`src/rtl/ct_mmu_jtlb_data_ctrl.sv`:
```
// ---------------------------------------------------------------------------
// ct_mmu_jtlb_data_ctrl
//
// This block arbitrates the single port of the 4-way x 2**IDX_W-entry JTLB
// data array. The array is split into two banks:
//   bank1 holds ways 3:2
//   bank0 holds ways 1:0
//
// Three requesters share the port. In priority order they are:
//   1. the invalidate-all sweep
//   2. a refill write
//   3. a lookup read
//
// The block also owns the invalidate-all FSM. That FSM writes zero to every
// index on consecutive cycles.
//
// Ports
//   forever_cpuclk, cpurst_b   clock and asynchronous active-low reset
//   lookup_req/idx             read request for all four ways at one index
//   lookup_gnt                 combinational grant for the lookup
//   lookup_vld/data            read data returned one cycle after the grant
//   refill_req/idx/way/data    write request; refill_way is one-hot
//   refill_gnt                 combinational grant for the refill
//   inv_all_req                level request that starts the sweep
//   inv_all_busy               high while the sweep owns the port
//   inv_all_done               one-cycle pulse after the last sweep write
//   jtlb_data_cen0/1           bank chip enables
//   jtlb_data_wen              per-way write enables
//   jtlb_data_idx              array index
//   jtlb_data_din              array write data
//   jtlb_data_dout0/1          array read data, valid the cycle after a read
// ---------------------------------------------------------------------------
module ct_mmu_jtlb_data_ctrl #(
  parameter int IDX_W = 8,
  parameter int WAY_W = 42
) (
  input  logic                 forever_cpuclk,
  input  logic                 cpurst_b,

  input  logic                 lookup_req,
  input  logic [IDX_W-1:0]     lookup_idx,
  output logic                 lookup_gnt,
  output logic                 lookup_vld,
  output logic [4*WAY_W-1:0]   lookup_data,

  input  logic                 refill_req,
  input  logic [IDX_W-1:0]     refill_idx,
  input  logic [3:0]           refill_way,
  input  logic [WAY_W-1:0]     refill_data,
  output logic                 refill_gnt,

  input  logic                 inv_all_req,
  output logic                 inv_all_busy,
  output logic                 inv_all_done,

  output logic                 jtlb_data_cen0,
  output logic                 jtlb_data_cen1,
  output logic [3:0]           jtlb_data_wen,
  output logic [IDX_W-1:0]     jtlb_data_idx,
  output logic [2*WAY_W-1:0]   jtlb_data_din,
  input  logic [2*WAY_W-1:0]   jtlb_data_dout0,
  input  logic [2*WAY_W-1:0]   jtlb_data_dout1
);

  typedef enum logic [1:0] {
    ST_IDLE  = 2'd0,
    ST_SWEEP = 2'd1,
    ST_DONE  = 2'd2
  } state_t;

  localparam logic [IDX_W-1:0] CNT_LAST = '1;
  localparam logic [IDX_W-1:0] CNT_ONE  = {{(IDX_W-1){1'b0}}, 1'b1};

  state_t           state_p0;
  state_t           state_nxt;
  logic [IDX_W-1:0] sweep_cnt_p0;
  logic [IDX_W-1:0] sweep_cnt_nxt;
  logic             sweep_act;
  logic             lookup_vld_p1;

  // -------------------------------------------------------------------------
  // Stage p0: FSM state register and sweep counter.
  // A reset arriving mid-sweep aborts the sweep. Software is expected to
  // reissue inv_all_req afterwards.
  // -------------------------------------------------------------------------
  always_ff @(posedge forever_cpuclk or negedge cpurst_b) begin
    if (!cpurst_b) begin
      state_p0     <= ST_IDLE;
      sweep_cnt_p0 <= '0;
    end else begin
      state_p0     <= state_nxt;
      sweep_cnt_p0 <= sweep_cnt_nxt;
    end
  end

  // Next-state logic.
  // inv_all_req is only looked at in IDLE. A request raised during SWEEP or
  // DONE is dropped rather than queued.
  always_comb begin
    state_nxt     = state_p0;
    sweep_cnt_nxt = sweep_cnt_p0;
    case (state_p0)
      ST_IDLE: begin
        if (inv_all_req) begin
          state_nxt     = ST_SWEEP;
          sweep_cnt_nxt = '0;
        end
      end
      ST_SWEEP: begin
        sweep_cnt_nxt = sweep_cnt_p0 + CNT_ONE;
        if (sweep_cnt_p0 == CNT_LAST) begin
          state_nxt = ST_DONE;
        end
      end
      ST_DONE: begin
        state_nxt = ST_IDLE;
      end
      default: begin
        state_nxt = ST_IDLE;
      end
    endcase
  end

  // Output logic.
  // The sweep locks out both other requesters. Outside the sweep, a refill
  // wins over a lookup. An idle port drives all zeros so that the array's
  // clock gate stays closed.
  always_comb begin
    sweep_act      = (state_p0 == ST_SWEEP);
    inv_all_busy   = sweep_act;
    inv_all_done   = (state_p0 == ST_DONE);
    refill_gnt     = !sweep_act && refill_req;
    lookup_gnt     = !sweep_act && !refill_req && lookup_req;

    jtlb_data_cen0 = 1'b0;
    jtlb_data_cen1 = 1'b0;
    jtlb_data_wen  = 4'b0000;
    jtlb_data_idx  = '0;
    jtlb_data_din  = '0;

    if (sweep_act) begin
      jtlb_data_cen0 = 1'b1;
      jtlb_data_cen1 = 1'b1;
      jtlb_data_wen  = 4'b1111;
      jtlb_data_idx  = sweep_cnt_p0;
    end else if (refill_req) begin
      // A refill with no way selected is still granted, so the requester can
      // retire it, but it enables neither bank.
      jtlb_data_cen1 = |refill_way[3:2];
      jtlb_data_cen0 = |refill_way[1:0];
      jtlb_data_wen  = refill_way;
      jtlb_data_idx  = refill_idx;
      jtlb_data_din  = {refill_data, refill_data};
    end else if (lookup_req) begin
      jtlb_data_cen0 = 1'b1;
      jtlb_data_cen1 = 1'b1;
      jtlb_data_idx  = lookup_idx;
    end
  end

  // -------------------------------------------------------------------------
  // Stage p1: the lookup valid flag follows the grant by one cycle, which is
  // the array's read latency. The read data itself comes straight from the
  // array outputs.
  // -------------------------------------------------------------------------
  always_ff @(posedge forever_cpuclk or negedge cpurst_b) begin
    if (!cpurst_b) begin
      lookup_vld_p1 <= 1'b0;
    end else begin
      lookup_vld_p1 <= lookup_gnt;
    end
  end

  assign lookup_vld  = lookup_vld_p1;
  assign lookup_data = {jtlb_data_dout1, jtlb_data_dout0};

endmodule
```
`config.mk`:
```
export PLATFORM = sky130hd
export DESIGN_NAME = ct_mmu_jtlb_data_ctrl
export DESIGN_NICKNAME = d
export VERILOG_FILES = /design/src/rtl/ct_mmu_jtlb_data_ctrl.sv
export SDC_FILE = /design/constraint.sdc
export NUM_CORES = 1
export LEC_CHECK = 0
export ABC_CLOCK_PERIOD_IN_PS = 4350
export BUFFER_PORTS_ARGS = -buffer_cell sky130_fd_sc_hd__buf_4
export CAP_MARGIN = 20
export CORE_AREA = 2 2 194 196
export CTS_CLUSTER_DIAMETER = 100
export DETAILED_ROUTE_END_ITERATION = 16
export DIE_AREA = 0 0 196 198
export PLACE_DENSITY_LB_ADDON = 0.15
export SLEW_MARGIN = 15
export SYNTH_ARGS = -nofsm -noshare
export SYNTH_HDL_FRONTEND = slang
export SYNTH_SLANG_ARGS = --single-unit
```
`constraint.sdc`:
```
create_clock -name forever_cpuclk -period 4.35 [get_ports forever_cpuclk]
set_input_delay 0.87 -clock forever_cpuclk [delete_from_list [all_inputs] [get_ports forever_cpuclk]]
set_output_delay 0.87 -clock forever_cpuclk [all_outputs]
set_load 0.01 [all_outputs]
```
Yosys cells after proc, flatten, opt, wreduce, memory -nomap -nowiden. Cells that the tools add are included.

Register bits after elaboration: 11. Bits of input ports: 235. Logic and storage cells: 37.

$add $sub $neg: 1. Equality and inequality tests: 5. Multiplexer cells: 17. Reductions and logical operators: 11.

Operator list (count): 84-bit two-way mux (2); 8-bit two-way mux (4); 8-bit one-hot mux with 2 select lines (1); 8-bit by 1-bit adder with 8-bit output, second input constant (1); 8-bit equality test, second input constant (1); 4-bit two-way mux (2); 1-bit two-way mux (5); 2-bit two-way mux (2); 2-bit one-hot mux with 2 select lines (1); 2-bit AND reduction (2); 2-bit OR reduction (2); 1-bit logical AND (3); 2-bit by 1-bit equality test with 1-bit output, second input constant (1); 2-bit equality test, second input constant (1); 1-bit logical NOT (2); 2-bit logical NOT (1); 2-bit by 1-bit inequality test with 1-bit output, second input constant (1); 2-bit inequality test, second input constant (1); 2-bit nonzero test (1).

Longest topological paths before layout. Gate-level depths: netlist of the first run.

Depth after elaboration: 4. Gate-level depth with buffers: 7. Mapped depth without buffers: 4.

Worst setup path after synthesis of the first run. OpenSTA, ideal clock, no wires.

Path kind: in2out. Start: input port refill_req. End: output port jtlb_data_din[68]. Arrival: 1591 ps. Required time: 3480 ps. Setup slack: 1889 ps. Stages: 4. Cell sequence: buf_2 clkbuf_1 and3_1 buf_4.

Longest elaborated chain between the ends: 2.

Ends and longest elaborated chain: start: declaration (line 46) `input logic refill_req,`; 84-bit two-way mux (line 146) `end else if (refill_req) begin`; 84-bit two-way mux (line 141) `if (sweep_act) begin`; end: declaration (line 60) `output logic [2*WAY_W-1:0] jtlb_data_din,`.

Every way passes these cells.

Worst setup path after layout of the first run.
Start: register state_p0[0]. End: output port jtlb_data_din[50].

Longest elaborated chain between the ends: 2.

Ends and longest elaborated chain: start: declaration (line 74) `state_t state_p0;`; start signal: assignment (line 91) `state_p0 <= state_nxt;`; 2-bit by 1-bit equality test with 1-bit output (line 129) `sweep_act = (state_p0 == ST_SWEEP);`; 84-bit two-way mux (line 141).

Every way passes these cells.

==> Flow_metrics.wiki, run 1 <==
{| class="wikitable"
! Metric !! Value
|-
| Run status || complete, no violations
|-
| Max-slew violation count || 0
|-
| Number of setup buffers added after CTS || 0
|-
| Final instance count without filler cells || 778
|-
| Filler cells || 4357
|-
| Crit-path max FO || 34
|-
| Area Growth Syn to Fin || 10.1%
|-
| Seq cells post-synth || 11
|-
| Remaining antenna violation count || 0
|-
| Power per cell area || 226 nW/um^2
|-
| Largest net degree at the start of global routing || 35
|-
| Data arrival time of the critical path || 2.28 ns
|-
| Period utilization || 0.723
|-
| Launching instance or port of the critical path || state_p0[0]$_DFFE_PN0P_
|-
| Core box area || 37000 sq um
|-
| Achievable clock frequency || 318 MHz
|-
| Multi-input gate area in the final layout || 748 sq um
|-
| Synthesis warning total || 0
|-
| Storage cell area || 275 sq um
|-
| Length in cells of the worst reg-to-reg path || 4
|-
| Startpoint kind of the worst setup timing path || flop
|-
| Placement row count || 71
|-
| Mapped Avg Cell Area || 7.61 sq um
|-
| Gate count of the mapped netlist || 356
|-
| Final Hold Vio Count || 0
|-
| Global-route wire length before repair || 18.4 mm
|-
| Post-route DRC violation count || 0
|-
| Static Leak || 0.00150 uW
|-
| Placed insts || 774
|-
| Routed wire length || 14.6 mm
|-
| Largest stage delay, worst path || 0.55 ns
|-
| Clk buf depth || 2
|-
| Unrepaired setup endpoints after global routing || false
|-
| Crit Path Category || flop to primary output
|-
| Clock insertion delay at the later pin of the skew report || 0.24 ns
|-
| Pre-Repair DR Iteration Count || 4
|-
| Netlist cell types || 31
|-
| Count of pins on the block boundary || 506
|-
| Sequential-to-total area share from yosys stat || 0.102
|-
| Clock tree root driver cell || clkbuf_16
|-
| Worst reg2reg startpoint || state_p0[0]$_DFFE_PN0P_
|-
| Netlist area before placement || 2710 sq um
|-
| Die area || 38800 sq um
|-
| Crit path required time || 3.48 ns
|-
| Starting utilization of the core area || 0.0733
|-
| CTS resizes || 0
|-
| Total Neg Setup Slack || 0 ns
|-
| Floorplan die width || 196 um
|-
| Number of nets in the final layout || 541
|-
| Clock Skews || 0.00153 ns
|-
| Violation count after the first detailed-routing iteration || 98
|-
| Share of final-layout standard cells stronger than drive strength 1 || 0.605
|-
| Number of antenna violations at the first check in global routing || 0
|-
| Vias per std cell || 2.63
|-
| Highest ir drop seen on vdd || 97.6 uV
|-
| Number of diodes added for antenna fixing || 0
|-
| Total setup violations reported at the end of the flow || 0
|-
| Post-synth net total || 592
|-
| Clock sinks || 11
|-
| Die span in y || 198 um
|-
| H-Tree Level Count || 1
|-
| Routed via count || 2049
|-
| CP dominant cell by count || buf_4
|-
| Hold_buf cts || 0
|-
| TritonCTS clock tree || yes
|-
| Critical path cell sequence || nand2b_2 > buf_4 > and3_1 > buf_4
|-
| Post-layout min period || 3.15 ns
|-
| Actual slew at the worst max-slew pin || 0.778 ns
|-
| Slowest stage cell, crit path || nand2b_2
|-
| Vias in the first global route || 2025
|-
| CP Capture Type || primary output
|-
| Slew margin rel. || 0.480
|-
| Global router's overall resource usage || 0.0676
|-
| Max-cap viol count || 0
|-
| Buffers added on ports || 169
|-
| Total congestion overflow after global routing || 0
|-
| Average wire per standard cell || 18.7 um
|-
| Gp weighted congestion || 0.655
|-
| DP Wirelength || 12.6 mm
|-
| Worst hold path class || primary input to asynchronous set/reset pin
|-
| Clock slew seen by the registers of the worst setup and hold paths || 0.05 ns
|-
| Number of CTS-inserted buffers || 3
|}
where the power goes:
part	internal (uW)	total (uW)	leakage (uW)	switching (uW)
registers	136	198	0.000134	61.2
clock network	124	174	0.0000382	50.8
logic	172	301	0.00132	129
total	432	673	0.00150	241
worst max-delay path, delay by kind of cell, from the launching register on:
kind / cells / cell delay [ns]
AND/OR/NAND/NOR: 2 / 0.86
buffers and inverters: 2 / 0.62
flip-flops: 1 / 0.51
area by class of cell:
cell class                      instances  area share
Multi-Input combinational cell        117       0.251
Timing Repair Buffer                  171       0.430
Tap cell                              474       0.199
Inverter                                1     0.00126
Sequential cell                        11      0.0923
Clock buffer                            4      0.0264
state kept, by name, summed over array words and instances (netlist names):
register      flops
state_p0          2
lookup_vld        1
sweep_cnt_p0      8
cell usage after synthesis (all sizes together):
cell type	instances	area, sq um
buf	217	1650
and3	47	309
nor2	19	71.3
nand2	13	48.8
dfrtp	11	275
clkbuf	10	38.8
a221oi	7	61.3
a22o	4	35.0
a31oi	3	18.8
a221o	2	20.0
and2	2	12.5
mux2	2	26.3
nand2b	2	12.5
nand3	2	10.0
nor2b	2	12.5
nor3b	2	15.0
o21ai	2	10.0
a21o	1	7.51
a31o	1	8.76
a41oi	1	8.76
ha	1	12.5
inv	1	3.75
mux2i	1	10.0
nand3b	1	7.51
o21bai	1	11.3
o311ai	1	16.3
cells by family (layout without fill, tap and decap cells):
group | after synthesis | after routing | share of synthesized area
compound gates | 23 | 23 | 0.0730
simple gates | 90 | 90 | 0.184
buf+inv | 228 | 176 | 0.623
fa+ha+maj | 1 | 1 | 0.00462
flops | 11 | 11 | 0.102
mux | 3 | 3 | 0.0134
layer usage:
layer	global-route usage	wire length (um)
met5	0.0102	53
met4	0.0250	559
met3	0.0583	2720
met2	0.109	6780
met1	0.0613	4450
placed cells by master (no fill, tap or decap), drive strengths merged, types with 2 or more instances in the layout:
master | synthesis | layout
a221o | 2 | 2
a221oi | 7 | 7
a22o | 4 | 4
a31oi | 3 | 3
and2 | 2 | 2
and3 | 47 | 47
buf | 217 | 171
clkbuf | 10 | 4
dfrtp | 11 | 11
mux2 | 2 | 2
nand2 | 13 | 13
nand2b | 2 | 2
nand3 | 2 | 2
nor2 | 19 | 19
nor2b | 2 | 2
nor3b | 2 | 2
o21ai | 2 | 2
worst paths after layout:
path	endpoint	slack (ns)
worst max-delay path	jtlb_data_din[50]	1.20
worst min-delay path	state_p0[1]$_DFFE_PN0P_	0.47
worst max register to register	sweep_cnt_p0[7]$_DFFE_PN0P_	2.19
worst min register to register	sweep_cnt_p0[0]$_DFFE_PN0P_	0.56
max in group asynchronous	sweep_cnt_p0[6]$_DFFE_PN0P_	3.72
min in group forever_cpuclk	sweep_cnt_p0[0]$_DFFE_PN0P_	0.56
per-stage QoR:
stage | total power (uW) | area (sq um) | hold WS, ns | util | setup WS, ns
after global placement | 501 | 2900 | 0.552 | 0.0786 | 1.22
after floorplan | 525 | 2710 | 0.502 | - | 1.89
final | 673 | 2980 | 0.468 | 0.0807 | 1.20
after CTS | 683 | 2980 | 0.471 | 0.0807 | 1.09
after detailed placement | 504 | 2900 | 0.554 | 0.0786 | 1.21
after global routing | 719 | 2980 | 0.470 | 0.0807 | 1.02
No activity file was read; power rests on OpenSTA's default activity.
==> run 2: changes to the inputs <==
--- a/config.mk
+++ b/config.mk
@@ -5,13 +5,13 @@
 export SDC_FILE = /design/constraint.sdc
 export NUM_CORES = 1
 export LEC_CHECK = 0
-export ABC_CLOCK_PERIOD_IN_PS = 4350
+export ABC_CLOCK_PERIOD_IN_PS = 2600
 export BUFFER_PORTS_ARGS = -buffer_cell sky130_fd_sc_hd__buf_4
 export CAP_MARGIN = 20
-export CORE_AREA = 2 2 194 196
+export CORE_AREA = 2 2 195 197
 export CTS_CLUSTER_DIAMETER = 100
 export DETAILED_ROUTE_END_ITERATION = 16
-export DIE_AREA = 0 0 196 198
+export DIE_AREA = 0 0 197 199
 export PLACE_DENSITY_LB_ADDON = 0.15
 export SLEW_MARGIN = 15
 export SYNTH_ARGS = -nofsm -noshare
==> constraint.sdc (replaced) <==
create_clock -name forever_cpuclk -period 2.6 [get_ports forever_cpuclk]
set_input_delay 0.52 -clock forever_cpuclk [delete_from_list [all_inputs] [get_ports forever_cpuclk]]
set_output_delay 0.52 -clock forever_cpuclk [all_outputs]
set_load 0.01 [all_outputs]
==> run 2 against run 1 <==
Die area increased by 1.0%; global-route usage is 0.47 points lower; core utilization grew 0.059 points; sequential cell count stayed put; clock power increased by 65%; clock-buffer cell count decreased by 1; critical path depth stayed put; setup slack worse by 0.85 ns; critical endpoint is now jtlb_data_din[48]; largest cell class unchanged.
==> Flow_metrics.wiki, run 2 (synthesized netlist as in run 1, its figures left out) <==
{| class="wikitable"
! Metric !! Value
|-
| Run status || complete, no violations
|-
| Violation count after the first detailed-routing iteration || 95 (-3.1%)
|-
| Number of antenna violations at the first check in global routing || 0 (unchanged)
|-
| Detailed route wirelength on metal2 || 6.33 mm (-6.7%)
|-
| Slew margin rel. || 0.655 (+0.175)
|-
| Slowest stage cell, crit path || dfrtp_1
|-
| Core box area || 37100 sq um (+0.48%)
|-
| Power per cell area || 371 nW/um^2 (+64%)
|-
| Delay-heaviest family, CP || simple AND/OR/NAND/NOR gates
|-
| Post-route DRC violation count || 0 (unchanged)
|-
| Length in cells of the worst reg-to-reg path || 4 (unchanged)
|-
| Flip-flop count of the largest register after layout || 8 (unchanged)
|-
| P_sw || 397 uW (+65%)
|-
| Clock insertion delay at the later pin of the skew report || 0.24 ns (about the same)
|-
| RR Endpoint || sweep_cnt_p0[6]$_DFFE_PN0P_
|-
| Wl on met1 || 4.35 mm (-2.3%)
|-
| H-Tree Level Count || 1 (unchanged)
|-
| Instance area at placement || 2940 sq um (+1.2%)
|-
| Number of nets in the final layout || 544 (+0.55%)
|-
| Multi-input gate area in the final layout || 748 sq um (unchanged)
|-
| Max-cap viol count || 0 (unchanged)
|-
| Critical path cell sequence || nand2b_2 > buf_4 > and3_1 > buf_4
|-
| Number of setup buffers added after CTS || 0 (unchanged)
|-
| Startpoint kind of the worst setup timing path || flop
|-
| Worst hold path class || primary input to asynchronous set/reset pin
|-
| Max-slew violation count || 0 (unchanged)
|-
| CTS resizes || 0 (unchanged)
|-
| Highest ir drop seen on vdd || 183 uV (+87%)
|-
| CP dominant cell by count || buf_4
|-
| Total congestion overflow after global routing || 0 (unchanged)
|-
| Final Hold Slack || 0.109 ns (-0.359 ns)
|-
| Vias in the first global route || 1981 (-2.2%)
|-
| Crit path required time || 2.08 ns (-1.40 ns)
|-
| Static Leak || 0.00152 uW (+1.5%)
|-
| Routed via count || 2012 (-1.8%)
|-
| DP Wirelength || 12.1 mm (-4.4%)
|-
| Achievable clock frequency || 446 MHz
|-
| Fraction of the core area covered by cells at the end of the flow || 0.0813 (+0.000591)
|-
| Clk buf depth || 2 (unchanged)
|-
| Crit-path max FO || 36 (+5.9%)
|-
| TritonCTS clock tree || yes
|-
| Global router's overall resource usage || 0.0629 (-0.00469)
|-
| Hold_buf cts || 0 (unchanged)
|-
| Total setup violations reported at the end of the flow || 0 (unchanged)
|-
| Most common cell after layout, fill and taps aside || buf_4
|-
| Average wire per standard cell || 17.7 um (-5.6%)
|-
| Total power || 1120 uW (+66%)
|-
| Placement row count || 71 (unchanged)
|-
| Routed wire length || 13.8 mm (-5.3%)
|-
| Clock network fraction of design power || 0.256 (-0.003)
|-
| Cell-internal power || 723 uW (+67%)
|-
| Filler cells || 4361 (+0.092%)
|-
| Clock Skews || 0.00148 ns (-0.0000466 ns)
|-
| Number of diodes added for antenna fixing || 0 (unchanged)
|-
| Count of pins on the block boundary || 506 (unchanged)
|-
| Total Neg Setup Slack || 0 ns (unchanged)
|-
| Register bank with the most flops || sweep_cnt_p0
|-
| Largest net degree at the start of global routing || 37 (+5.7%)
|-
| Clock slew seen by the registers of the worst setup and hold paths || 0.04 ns (about the same)
|-
| Post-layout min period || 2.24 ns
|-
| CP Capture Type || primary output
|-
| Die area || 39200 sq um (+1.0%)
|-
| Data arrival time of the critical path || 1.72 ns (-0.56 ns)
|-
| Period utilization || 0.863
|-
| Share of final-layout standard cells stronger than drive strength 1 || 0.612 (+0.00711)
|-
| Actual slew at the worst max-slew pin || 0.518 ns (-0.261 ns)
|-
| Total non-filler cell area in the finished layout || 3020 sq um (+1.2%)
|-
| Clock sinks || 11 (unchanged)
|-
| Unrepaired setup endpoints after global routing || false
|-
| Storage cell area || 275 sq um (unchanged)
|-
| Highest metal layer with signal wires || met4
|-
| Number of CTS-inserted buffers || 3 (unchanged)
|-
| Crit Path Category || flop to primary output
|-
| Share of total power in sequential cells || 0.294 (about the same)
|-
| Vias per std cell || 2.58 (-2.2%)
|-
| Commonest cells after routing, fill and taps aside || buf_4, and3_1, nor2_1, nand2_1, dfrtp_1
|-
| Combinational share of power || 0.449 (+0.002)
|-
| Gp weighted congestion || 0.671 (+2.4%)
|-
| Detailed route wirelength on metal3 || 2.59 mm (-4.7%)
|-
| Final Hold Vio Count || 0 (unchanged)
|-
| Floorplan die width || 197 um (+0.51%)
|-
| Remaining antenna violation count || 0 (unchanged)
|-
| Proportion of total power due to net switching || 0.354 (-0.00362)
|-
| Clock tree root driver cell || clkbuf_16
|-
| Worst-case register-to-register setup slack || 1.01 ns (-1.18 ns)
|-
| Global-route wire length before repair || 17.3 mm (-5.7%)
|-
| Die span in y || 199 um (+0.51%)
|-
| Largest stage delay, worst path || 0.45 ns (-0.10 ns)
|-
| Area Growth Syn to Fin || 11.5%
|-
| Starting utilization of the core area || 0.0729 (-0.000351)
|-
| Buffers added on ports || 169 (unchanged)
|-
| Pre-Repair DR Iteration Count || 4 (unchanged)
|-
| Worst path buffer plus inverter count || 2 (unchanged)
|-
| Worst reg2reg startpoint || state_p0[1]$_DFFE_PN0P_
|}
-- run 2: cell count changes in the layout (fill, tap and decap cells not counted), sizes merged --
cell / delta
clkinv: +1
clkbuf: -1
buf: +3
-- run 2: worst reg2reg max path, stage by stage (launching register included) --
cell and delay [ns]:
dfrtp_1 0.45, nand2b_2 0.19, buf_4 0.34, nor2_1 0.16, a221o_1 0.34
-- run 2: layer usage --
metal	up-vias	track usage
met3	58	0.0537
li1	858	-
met4	0	0.0239
met5	-	0
met1	871	0.0596
met2	225	0.0989
-- run 2: power groups by stage --
stage / registers [uW] / logic [uW] / clock network (uW)
after detailed placement: 331 / 512 / 0
after floorplan: 278 / 600 / 0
after global routing: 346 / 555 / 305
after global placement: 332 / 509 / 0
final: 330 / 503 / 287
after CTS: 330 / 514 / 292
-- run 2: worst max path at each step --
stage,startpoint,to,slack [ns],cells past startpoint
6_report,state_p0[1]$_DFFE_PN0P_,jtlb_data_din[48],0.36,4
5_1_grt,state_p0[1]$_DFFE_PN0P_,jtlb_data_din[6],0.25,4
4_1_cts,state_p0[1]$_DFFE_PN0P_,jtlb_data_din[48],0.35,4
3_5_place_dp,refill_req,jtlb_data_idx[1],0.54,6
3_3_place_gp,refill_req,jtlb_data_idx[5],0.53,6
2_1_floorplan,state_p0[0]$_DFFE_PN0P_,jtlb_data_din[68],0.81,6
-- run 2: per-stage QoR --
stage	std cells	worst slack [ns]
global placement	777	0.528
finish	781	0.357
CTS	781	0.346
global route	781	0.250
detailed placement	777	0.540
floorplan	356	0.813
-- run 2: area by class of cell --
class	instances	share of cell area
clock buffers	3	0.0249
repair buffers	174	0.437
clock inverters	1	0.00166
flip-flops and latches	11	0.0912
inverters	1	0.00124
multi-input cells	117	0.248
well taps	474	0.196
